--- config.mk ---
export PLATFORM = sky130hd
export DESIGN_NAME = memlcd_line_tx
export DESIGN_NICKNAME = d
export VERILOG_FILES = /design/src/rtl/memlcd_line_tx.sv
export SDC_FILE = /design/constraint.sdc
export NUM_CORES = 1
export LEC_CHECK = 0
export CAP_MARGIN = 20
export CORE_MARGIN = 5
export CORE_UTILIZATION = 55
export CTS_BUF_LIST = sky130_fd_sc_hd__clkbuf_16
export CTS_CLUSTER_SIZE = 12
export DETAILED_ROUTE_END_ITERATION = 8
export PLACE_DENSITY = 0.83
export SYNTH_ARGS = -nofsm -noshare
export SYNTH_HDL_FRONTEND = slang
export SYNTH_SLANG_ARGS = --single-unit
--- constraint.sdc ---
create_clock -name clk -period 5.55 [get_ports clk]
set_clock_uncertainty 0.15 [all_clocks]
set_input_delay 1.11 -clock clk [delete_from_list [all_inputs] [get_ports clk]]
set_output_delay 1.11 -clock clk [all_outputs]
set_load 0.05 [all_outputs]
--- src/rtl/memlcd_line_tx.sv ---
// rtl/memlcd_line_tx.sv - Sharp memory LCD line-update / all-clear serializer
// Optional: define MEMLCD_VCOM_TOGGLE_EN to generate VCOM internally (toggles on each done).
module memlcd_line_tx #(
  parameter int LINE_PIX  = 336,
  parameter int ADDR_W    = 10,
  parameter int LINES     = 536,
  parameter int CLKDIV    = 2,
  parameter int SETUP_CYC = 4,
  parameter int HOLD_CYC  = 4,
  parameter int GAP_CYC   = 4
) (
  input  logic                            clk,
  input  logic                            rst_n,
  input  logic                            req_valid,
  output logic                            req_ready,
  input  logic [ADDR_W-1:0]               req_addr,
  input  logic                            req_clear,
  input  logic                            vcom,
  output logic                            pix_rd_en,
  output logic [$clog2(LINE_PIX/8)-1:0]   pix_rd_addr,
  input  logic [7:0]                      pix_rd_data,
  output logic                            lcd_scs,
  output logic                            lcd_sclk,
  output logic                            lcd_si,
  output logic                            done,
  output logic                            err
);
  localparam int NB = LINE_PIX / 8;
  localparam int AW = $clog2(NB);
  localparam int BW = $clog2(LINE_PIX + ADDR_W + 17);
  localparam int C1 = (2 * CLKDIV > SETUP_CYC) ? 2 * CLKDIV : SETUP_CYC;
  localparam int C2 = (HOLD_CYC > GAP_CYC) ? HOLD_CYC : GAP_CYC;
  localparam int CW = $clog2(((C1 > C2) ? C1 : C2) + 1);

  typedef enum logic [2:0] {IDLE, SETUP, MODE, ADDR, DATA, TRAIL, HOLD, GAP} state_t;

  state_t            state, nst;
  logic [CW-1:0]     cnt;
  logic [BW-1:0]     bitn;
  logic [5:0]        mode_sh;
  logic [ADDR_W-1:0] addr_sh;
  logic [7:0]        cur, nxt;
  logic              rd_pend, clr_q, vcom_src, bad_addr, bit_end, nsi, ld_byte;

`ifdef MEMLCD_VCOM_TOGGLE_EN
  logic vcom_int;
  logic unused_vcom;
  assign unused_vcom = vcom;
  assign vcom_src    = vcom_int;
  always_ff @(posedge clk or negedge rst_n) begin
    if (!rst_n) vcom_int <= 1'b0;
    else if (done) vcom_int <= ~vcom_int;
  end
`else
  assign vcom_src = vcom;
`endif

  assign bad_addr = !req_clear && (req_addr == '0 || 32'(req_addr) > 32'(LINES));
  assign bit_end  = (cnt == CW'(2 * CLKDIV - 1));

  // Value of the bit that follows the current one, and where it comes from.
  always_comb begin
    nst     = state;
    nsi     = 1'b0;
    ld_byte = 1'b0;
    case (state)
      MODE:
        if (bitn == BW'(5)) begin
          nst = ADDR;
          nsi = addr_sh[0];
        end else nsi = mode_sh[1];
      ADDR:
        if (bitn == BW'(ADDR_W - 1)) begin
          if (clr_q) nst = TRAIL;
          else begin
            nst     = DATA;
            nsi     = nxt[0];
            ld_byte = 1'b1;
          end
        end else nsi = addr_sh[1];
      DATA:
        if (bitn == BW'(LINE_PIX - 1)) nst = TRAIL;
        else if (bitn[2:0] == 3'd7) begin
          nsi     = nxt[0];
          ld_byte = 1'b1;
        end else nsi = cur[1];
      TRAIL:
        if (bitn == BW'(15)) nst = HOLD;
      default: ;
    endcase
  end

  always_ff @(posedge clk or negedge rst_n) begin
    if (!rst_n) begin
      state <= IDLE;  cnt <= '0;  bitn <= '0;  mode_sh <= '0;  addr_sh <= '0;
      cur <= '0;  nxt <= '0;  rd_pend <= 1'b0;  clr_q <= 1'b0;
      req_ready <= 1'b1;  pix_rd_en <= 1'b0;  pix_rd_addr <= '0;
      lcd_scs <= 1'b0;  lcd_sclk <= 1'b0;  lcd_si <= 1'b0;  done <= 1'b0;  err <= 1'b0;
    end else begin
      pix_rd_en <= 1'b0;
      err       <= 1'b0;
      done      <= 1'b0;
      rd_pend   <= pix_rd_en;
      if (rd_pend) nxt <= pix_rd_data;
      case (state)
        IDLE:
          if (!req_ready) req_ready <= 1'b1;
          else if (req_valid) begin
            req_ready <= 1'b0;
            if (bad_addr) err <= 1'b1;
            else begin
              state       <= SETUP;
              cnt         <= '0;
              lcd_scs     <= 1'b1;
              clr_q       <= req_clear;
              mode_sh     <= {3'b000, req_clear, vcom_src, !req_clear};
              addr_sh     <= req_clear ? '0 : req_addr;
              pix_rd_en   <= !req_clear;
              pix_rd_addr <= '0;
            end
          end
        SETUP:
          if (cnt == CW'(SETUP_CYC - 1)) begin
            state  <= MODE;
            cnt    <= '0;
            bitn   <= '0;
            lcd_si <= mode_sh[0];
          end else cnt <= cnt + CW'(1);
        MODE, ADDR, DATA, TRAIL: begin
          if (cnt == CW'(CLKDIV - 1)) lcd_sclk <= 1'b1;
          if (bit_end) begin
            cnt      <= '0;
            lcd_sclk <= 1'b0;
            lcd_si   <= nsi;
            state    <= nst;
            bitn     <= (nst != state) ? '0 : bitn + BW'(1);
            if (state == MODE) mode_sh <= {1'b0, mode_sh[5:1]};
            if (state == ADDR) addr_sh <= {1'b0, addr_sh[ADDR_W-1:1]};
            // Loading byte k launches the read of byte k+1 into the next register.
            if (ld_byte) begin
              cur <= nxt;
              if (pix_rd_addr != AW'(NB - 1)) begin
                pix_rd_en   <= 1'b1;
                pix_rd_addr <= pix_rd_addr + AW'(1);
              end
            end else if (state == DATA) cur <= {1'b0, cur[7:1]};
          end else cnt <= cnt + CW'(1);
        end
        HOLD:
          if (cnt == CW'(HOLD_CYC - 1)) begin
            state   <= GAP;
            cnt     <= '0;
            lcd_scs <= 1'b0;
            done    <= (GAP_CYC == 1);
          end else cnt <= cnt + CW'(1);
        GAP:
          if (cnt == CW'(GAP_CYC - 1)) begin
            state     <= IDLE;
            req_ready <= 1'b1;
          end else begin
            cnt  <= cnt + CW'(1);
            done <= (cnt == CW'(GAP_CYC - 2));
          end
      endcase
    end
  end
endmodule
==> reports/results.ini, run 1 <==
[worst_hold_path]
min_path_type = flop to flop

[timing]
setup_failing_eps_final = 0
drv_slew = 0
totalNegativeSetupSlack_ns = 0
layout_min_cycle_time_ns = 3.78
max-slew-margin-rel = 0.519
maxClockFrequency_mhz = 265
hold_slack_ns = 0.230
max_slew.worst_pin.slew_ns = 0.722
grt_setup_unrepaired = false
timing_hold_violations_final = 0
final_min_period_over_clock_period = 0.680

[layout]
layout_utilization = 0.681
n_fill_cell = 456
drive_above_1_share = 0.0949
syn_to_final_growth_pct = 21.2
layout_commonest_cell = sky130_fd_sc_hd__dfrtp_1
antenna-diode-count = 0
layout_net_count = 419
layout_common_cells = 57 x sky130_fd_sc_hd__dfrtp_1, 40 x sky130_fd_sc_hd__nand2_1, 34 x sky130_fd_sc_hd__clkdlybuf4s50_1

[synthesis]
synth-main-ff-cell = sky130_fd_sc_hd__dfrtp_1
asyncSetResetFlopFracSynth = 1.00
netlist_instances = 354
seq_area_frac_synth = 0.439
yosys_warnings = 0
synth_fp_nets = 388
area_share_of_the_largest_cell_type_after_synthesis = 0.431
number_of_flops_mapped_to_enable_cells_by_yosys = 0
ys_ff_latch = 58
synth_cell_types = 64
syn_area_per_cell_um2 = 9.34
cell_type_with_the_highest_aggregate_area_in_the_netlist = sky130_fd_sc_hd__dfrtp_1
netlist_top_cells_area = sky130_fd_sc_hd__dfrtp_1 43%, sky130_fd_sc_hd__nand2_1 4.5%, sky130_fd_sc_hd__ha_1 4.2%, sky130_fd_sc_hd__o21ai_0 3.5%, sky130_fd_sc_hd__mux2_2 3.4%
synth_area_um2 = 3310

[drt]
wl_per_cell_um = 16.0
postRouteWirelength_mm = 7.45
number_of_nets_with_antenna_violations_after_detailed_routing = 0
detail_route.iter0.violations = 309
vias = 2813
routed_via_density = 6.05
drc_violation_count_after_routing = 0
drt_pass1_iterations = 5

[die]
top_ports = 36
die_area_um2 = 7660
core_area_um2 = 5890
die_height_um = 87.5
placementRows = 28
floorplan.die.width_um = 87.5
floorplan.initialDensity = 0.562

[worst_setup_path]
crit_path_max_fanout = 22
critPathKind = flop to flop
kind_of_start_point_of_the_critical_path = flop
critical_path.most_common_cell = sky130_fd_sc_hd__or4_1
worstPathArrival_ns = 3.88
end_kind = flop
worst_path_largest_cell_delay_ns = 0.68
cp_data_required_time_ns = 5.65
chain_of_cells_forming_the_critical_path = inv_1, ha_1, nor2b_1, o21ai_0, or4_1, a31o_1, or4_1, nand3_1
critical-path-slowest-cell = sky130_fd_sc_hd__dfrtp_1

[status]
run_status = finished clean

[clock_tree]
cts_hold_repair.buffers = 0
cts.repair.resized = 0
cts.path.max_buffers = 2
cts_root_buffer = sky130_fd_sc_hd__clkbuf_16
clock_sink_count = 58
clk-insertion-delay-late_ns = 0.32
cts_setup_buffers = 0
h_tree_level_count = 3
cts-buffers-inserted = 9
clk_pin_slew_worst_paths_ns = 0.05
cts_tree = built

[global_route]
grt-ovfl-total = 0
global_route_wire_length_before_repair_mm = 12.8
first_global_vias = 2764
number_of_antenna_violations_at_the_first_check_in_global_routing = 0
grt_start_max_net_pins = 59
globalRouteTotalUtil = 0.214

[power_and_ir_drop]
power.ir.vdd_worst_v = 0.000169
leakagePower_uw = 0.00177
p_per_area_nw_per_um2 = 260

[placed_design]
port_buffers = 35
place_congestion = 0.937
post-dp-hpwl_mm = 5.12

[flow_run]
max-cap-violations = 0

[through the flow]
step / instances / setup WS [ns] / total power, µW / area (µm²)
finish: 465 / 1.77 / 1040 / 4010
global route: 465 / 1.49 / 1080 / 4010
CTS: 464 / 1.83 / 1050 / 4000
detailed placement: 448 / 1.71 / 477 / 3690
global placement: 448 / 1.78 / 476 / 3690
floorplan: 354 / 2.30 / 447 / 3310
[worst paths after layout]
kind / startpoint / to / cells past startpoint / slack, ns
max: state[1] / pix_rd_addr[4] / 8 / 1.77
min: pix_rd_en / rd_pend / 0 / 0.23
max reg2reg: state[1] / pix_rd_addr[4] / 8 / 1.77
min reg2reg: pix_rd_en / rd_pend / 0 / 0.23
max in group asynchronous: rst_n / bitn[1] / 2 / 3.99
min in group asynchronous: rst_n / bitn[7] / 2 / 0.77
[per-layer routing]
layer	GRT usage	vias up	part of all wire
met5	0	-	0
met4	0.120	0	0.024
met3	0.0527	19	0.064
met2	0.327	112	0.47
met1	0.279	1313	0.44
li1	-	1369	-
[cell usage after synthesis (all sizes together), types with 2 or more instances]
cell type	instances
dfrtp	57
nand2	40
nor2	27
o21ai	24
a21oi	23
clkbuf	13
inv	13
nand3	13
ha	11
a22oi	10
mux2	10
mux2i	9
nor3	8
nor2b	7
buf	6
a22o	5
and2	5
and3	5
a31oi	4
nor3b	4
nor4	4
or4	4
a221o	3
nand4	3
o21bai	3
o22ai	3
or3b	3
xnor2	3
a21o	2
a41oi	2
nand2b	2
nor4b	2
o31ai	2
o41ai	2
or3	2
[flip-flops by register name (all words and copies together) (netlist names), 3 cells and up]
register / count
state: 3
addr_sh: 10
nxt: 8
cnt: 3
bitn: 9
cur: 7
pix_rd_addr: 6
mode_sh: 3
[worst max-delay path: cells and delay by family (launching register included)]
kind / cells / cell delay [ns]
compound gates: 2 / 0.58
fa+ha+maj: 1 / 0.59
buf+inv: 1 / 0.16
flops: 1 / 0.68
simple gates: 4 / 1.54
[cell type report]
class / instances / area [µm²] / share of cell area
Multi-Input combinational cell: 263 / 1720 / 0.430
Sequential cell: 58 / 1450 / 0.363
Timing Repair Buffer: 39 / 373 / 0.0931
Clock buffer: 9 / 225 / 0.0562
Tap cell: 75 / 93.8 / 0.0234
Clock inverter: 7 / 85.1 / 0.0212
Inverter: 14 / 52.6 / 0.0131
[kinds of logic (layout without fill, tap and decap cells)]
kind of cell / after synthesis / count (layout) / share of synthesized area
AO/OA/AOI/OAI: 96 / 96 / 0.196
XOR/XNOR: 3 / 3 / 0.00795
adder cells (fa/ha/maj): 11 / 11 / 0.0416
buffers and inverters: 33 / 69 / 0.0393
flip-flops: 58 / 58 / 0.439
multiplexers: 19 / 19 / 0.0613
AND/OR/NAND/NOR: 134 / 134 / 0.215
[power by group]
part | switching [µW] | total, µW | internal (µW)
Sequential | 2.86 | 432 | 429
Combinational | 18.4 | 38.3 | 19.8
Clock | 184 | 571 | 387
No activity file was read; power rests on OpenSTA's default activity.
==> run 2, diff against run 1 <==
Settings changed: CORE_UTILIZATION 55 to 51, PLACE_DENSITY 0.83 to 0.81.
Clock period 5.55 ns to 3.3 ns, I/O delays scaled along.
==> run 2 against run 1 <==
Net effect: global-route usage down 1.9 points; worst hold slack worse by 0.030 ns; final area increased by 3.6%; count of clock-buffer cells in the layout unchanged; critical path type is now primary input to flop; clock power is 94% higher.
==> reports/results.ini, run 2 (synthesized netlist as in run 1, its figures left out) <==
[drt]
vias = 2860
postRouteWirelength_mm = 7.66
wl_per_cell_um = 16.0
routed_via_density = 5.98
drc_violation_count_after_routing = 0
drt_pass1_iterations = 6
number_of_nets_with_antenna_violations_after_detailed_routing = 0
detail_route.iter0.violations = 343

[worst_setup_path]
end_kind = flop
crit_path_max_fanout = 3
regToRegSetupSlack_ns = 0.58
chain_of_cells_forming_the_critical_path = clkdlybuf4s50_1, or4_1, o21ai_1, and2_1, or4b_1, a21oi_2, mux2_2
critical-path-slowest-cell = sky130_fd_sc_hd__or4_1
critPathBufInv = 1
worst_path_largest_cell_delay_ns = 0.57
worstPathArrival_ns = 3.05
timing.critical_path.max_delay_family = simple AND/OR/NAND/NOR gates
crit_reg_reg_endpoint = pix_rd_addr[4]
critPathKind = primary input to flop
r2r_cells = 8
cp_data_required_time_ns = 3.36
worstReg2RegStart = cnt[0]
kind_of_start_point_of_the_critical_path = primary input

[power_and_ir_drop]
internal_power_uw = 1560
power.ir.vdd_worst_v = 0.000306
combPwrFrac = 0.036
leakagePower_uw = 0.00184
pwr-share-seq = 0.380
p_per_area_nw_per_um2 = 460
power.net_switching_uw = 347
power.clock.fraction = 0.584
netSwitchingFraction = 0.182

[global_route]
number_of_antenna_violations_at_the_first_check_in_global_routing = 0
globalRouteTotalUtil = 0.195
grt_start_max_net_pins = 34
global_route_wire_length_before_repair_mm = 13.1
grt-ovfl-total = 0
first_global_vias = 2761

[layout]
top_register = addr_sh
antenna-diode-count = 0
multi_input_area_um2 = 1720
layout_commonest_cell = sky130_fd_sc_hd__dfrtp_1
regArea_um2 = 1450
drive_above_1_share = 0.120
layout_top_registers = addr_sh x10, bitn x9, nxt x8
largest_reg_flops = 10
syn_to_final_growth_pct = 25.5
layout_utilization = 0.657
n_fill_cell = 504
layout_common_cells = 57 x sky130_fd_sc_hd__dfrtp_1, 40 x sky130_fd_sc_hd__nand2_1, 34 x sky130_fd_sc_hd__clkdlybuf4s50_1
layout_net_count = 430

[worst_hold_path]
min_path_type = primary input to async pin

[clock_tree]
clk_pin_slew_worst_paths_ns = 0.05
cts_hold_repair.buffers = 0
cts_tree = built
cts_root_buffer = sky130_fd_sc_hd__clkbuf_16
clock_sink_count = 58
h_tree_level_count = 3
clk-insertion-delay-late_ns = 0.33
cts_setup_buffers = 0
cts-buffers-inserted = 9
cts.path.max_buffers = 2
cts.repair.resized = 0

[timing]
postLayoutSetupSlackWorst_ns = 0.306
timing_hold_violations_final = 0
final_min_period_over_clock_period = 0.907
grt_setup_unrepaired = false
setup_failing_eps_final = 0
hold_slack_ns = 0.200
layout_min_cycle_time_ns = 2.99
max-slew-margin-rel = 0.497
maxClockFrequency_mhz = 334
drv_slew = 0
max_slew.worst_pin.slew_ns = 0.752

[die]
floorplan.die.width_um = 90.5
die_height_um = 90.5
die_area_um2 = 8190
core_area_um2 = 6310
placementRows = 29
floorplan.initialDensity = 0.524
top_ports = 36

[placed_design]
port_buffers = 35
post-dp-hpwl_mm = 5.41
place_congestion = 0.884
dp_worst_setup_slack_ns = -0.00433

[status]
run_status = finished clean

[flow_run]
max-cap-violations = 0

-- run 2: worst max path at each step --
stage,from,end,cells past startpoint
after global routing,cnt[0],bitn[3],9
final,req_addr[8],mode_sh[1],7
after floorplan,state[1],pix_rd_addr[4],10
after global placement,req_addr[8],mode_sh[1],7
after detailed placement,req_addr[8],mode_sh[1],7
after CTS,req_addr[8],mode_sh[0],8
-- run 2: layout make-up --
| type | count | area share |
|---|---|---|
| Timing Repair Buffer | 50 | 0.113 |
| Clock inverter | 7 | 0.0317 |
| Inverter | 14 | 0.0127 |
| Clock buffer | 9 | 0.0543 |
| Sequential cell | 58 | 0.350 |
| Tap cell | 77 | 0.0232 |
| Multi-Input combinational cell | 263 | 0.415 |
-- run 2: power by group through the flow --
stage               registers [µW]  clock network (µW)  logic, µW
floorplan                      738                   0       13.9
global placement               737                   0       67.2
detailed placement             738                   0       69.0
CTS                            726                1130       69.7
global route                   727                1170       74.8
finish                         726                1110       67.9
-- run 2: layer usage --
layer  share of wire  GRT usage  routed length (µm)  up-vias
met1            0.46      0.269                3540     1360
met4           0.013     0.0844                  96        0
met3           0.053     0.0367                 408       11
li1                -          -                   -     1386
met5               0          0                   0        -
met2            0.47      0.300                3620      103
-- run 2: stage by stage --
step	cell area, µm²	setup TNS [ns]	total power, µW	instances
after floorplan	3310	0	752	354
after detailed placement	3790	-0.00433	807	461
final	4150	0	1910	478
after global routing	4150	0	1970	478
after CTS	4150	0	1920	477
after global placement	3790	0	805	461
==> run 3, diff against run 2 <==
Settings changed: RECOVER_POWER set to 100.
==> run 3 against run 2 <==
Net effect: die area is the same; routed wire length shrank 0.23%; utilization shrank 0.71 points; register-to-register slack lost 0.11 ns; sequential power is essentially flat; final area shrank 1.1%; critical path type unchanged; critical endpoint unchanged; largest power group unchanged.
==> reports/results.ini, run 3 (synthesized netlist as in run 1, its figures left out) <==
[worst_setup_path]
worst_path_largest_cell_delay_ns = 0.56
critPathBufInv = 1
critical-path-slowest-cell = sky130_fd_sc_hd__or4_1
timing.critical_path.max_delay_family = simple AND/OR/NAND/NOR gates
cp_data_required_time_ns = 3.35
worstPathArrival_ns = 3.16
kind_of_start_point_of_the_critical_path = primary input
r2r_cells = 9
regToRegSetupSlack_ns = 0.47
crit_path_max_fanout = 3
chain_of_cells_forming_the_critical_path = clkdlybuf4s50_1, or4_1, o21ai_0, and2_0, or4b_1, a21oi_1, mux2_2
critPathKind = primary input to flop
end_kind = flop
worstReg2RegStart = cnt[0]
crit_reg_reg_endpoint = pix_rd_addr[2]

[layout]
layout_net_count = 430
antenna-diode-count = 0
syn_to_final_growth_pct = 24.1
layout_commonest_cell = sky130_fd_sc_hd__dfrtp_1
layout_common_cells = 57 x sky130_fd_sc_hd__dfrtp_1, 40 x sky130_fd_sc_hd__nand2_1, 27 x sky130_fd_sc_hd__nor2_1
drive_above_1_share = 0.0998
top_register = addr_sh
n_fill_cell = 513
layout_utilization = 0.650
layout_top_registers = addr_sh x10, bitn x9, nxt x8
largest_reg_flops = 10

[placed_design]
port_buffers = 35
post-dp-hpwl_mm = 5.41
place_congestion = 0.884

[clock_tree]
cts_tree = built
cts-buffers-inserted = 9
h_tree_level_count = 3
clk_pin_slew_worst_paths_ns = 0.05
cts_hold_repair.buffers = 0
cts.repair.resized = 0
cts_setup_buffers = 0
cts_root_buffer = sky130_fd_sc_hd__clkbuf_16
cts.path.max_buffers = 2
clk-insertion-delay-late_ns = 0.33
clock_sink_count = 58

[global_route]
number_of_antenna_violations_at_the_first_check_in_global_routing = 0
first_global_vias = 2761
globalRouteTotalUtil = 0.195
grt-ovfl-total = 0
global_route_wire_length_before_repair_mm = 13.1
grt_start_max_net_pins = 34

[die]
floorplan.initialDensity = 0.524
top_ports = 36
floorplan.die.width_um = 90.5
core_area_um2 = 6310
placementRows = 29
die_height_um = 90.5
die_area_um2 = 8190

[status]
run_status = finished clean

[power_and_ir_drop]
power.ir.vdd_worst_v = 0.000304
leakagePower_uw = 0.00182
p_per_area_nw_per_um2 = 463

[timing]
drv_slew = 0
totalNegativeSetupSlack_ns = 0
hold_slack_ns = 0.239
maxClockFrequency_mhz = 322
layout_min_cycle_time_ns = 3.10
setup_failing_eps_final = 0
max_slew.worst_pin.slew_ns = 1.39
timing_hold_violations_final = 0
grt_setup_unrepaired = false
final_min_period_over_clock_period = 0.940
max-slew-margin-rel = 0.0706

[drt]
postRouteWirelength_mm = 7.65
number_of_nets_with_antenna_violations_after_detailed_routing = 0
detail_route.iter0.violations = 332
drt_pass1_iterations = 5
wl_per_cell_um = 16.0
drc_violation_count_after_routing = 0
routed_via_density = 5.95
vias = 2843

[flow_run]
max-cap-violations = 0

[worst_hold_path]
worst_hold_path.num_cells = 0
hold_path_startpoint = pix_rd_en
min_path_type = flop to flop
min_delay_worst_endpoint = rd_pend

run 3: cell count changes in the layout (fill, tap and decap cells not counted), moves of 6 or more:
cell / change
sky130_fd_sc_hd__dlygate4sd3_1: +21
sky130_fd_sc_hd__buf_4: -6
sky130_fd_sc_hd__clkdlybuf4s50_1: -21
sky130_fd_sc_hd__clkbuf_1: +6
run 3: power breakdown:
part | leakage, µW | internal, µW | switching, µW
clock | 0.000172 | 805 | 307
combinational | 0.000940 | 31.2 | 31.7
sequential | 0.000710 | 721 | 4.83
total | 0.00182 | 1560 | 344
run 3: final cells by class:
cell class              count  area (µm²)  share of cell area
multi-input cells         263        1710               0.418
flip-flops and latches     58        1450               0.354
repair buffers             50         433               0.105
clock buffers               9         225              0.0549
clock inverters             7         131              0.0320
well taps                  77        96.3              0.0235
inverters                  14        52.6              0.0128
run 3: metal layers:
layer / routed length (µm) / GRT usage / vias up / share of wire
li1: - / - / 1386 / -
met3: 429 / 0.0367 / 9 / 0.056
met4: 73 / 0.0844 / 0 / 0.0095
met5: 0 / 0 / - / 0
met1: 3500 / 0.269 / 1345 / 0.46
met2: 3640 / 0.300 / 103 / 0.48
run 3: worst max path at each step:
| stage | startpoint | to | slack, ns | cells after the start |
|---|---|---|---|---|
| global route | req_addr[8] | mode_sh[0] | 0.11 | 8 |
| floorplan | state[1] | pix_rd_addr[4] | 0.21 | 10 |
| CTS | req_addr[8] | mode_sh[0] | 0.34 | 8 |
| global placement | req_addr[8] | mode_sh[1] | 0.08 | 7 |
| finish | req_addr[8] | mode_sh[1] | 0.20 | 7 |
| detailed placement | req_addr[8] | mode_sh[1] | -0.004 | 7 |
run 3: through the flow:
step	std cells	power, µW	area [µm²]	setup slack, ns
floorplan	354	752	3310	0.207
global placement	461	805	3790	0.0811
detailed placement	461	807	3790	-0.00433
CTS	477	1920	4150	0.336
global route	478	1960	4110	0.111
finish	478	1900	4110	0.197
run 3: worst reg2reg max path, stage by stage (launching register included):
cell                       delay [ns]
sky130_fd_sc_hd__dfrtp_1         0.41
sky130_fd_sc_hd__ha_1            0.19
sky130_fd_sc_hd__ha_1            0.19
sky130_fd_sc_hd__nor2b_1         0.20
sky130_fd_sc_hd__o21ai_0         0.17
sky130_fd_sc_hd__or4_1           0.53
sky130_fd_sc_hd__a31o_1          0.26
sky130_fd_sc_hd__clkbuf_1        0.21
sky130_fd_sc_hd__nor4b_1         0.33
sky130_fd_sc_hd__a211o_1         0.13
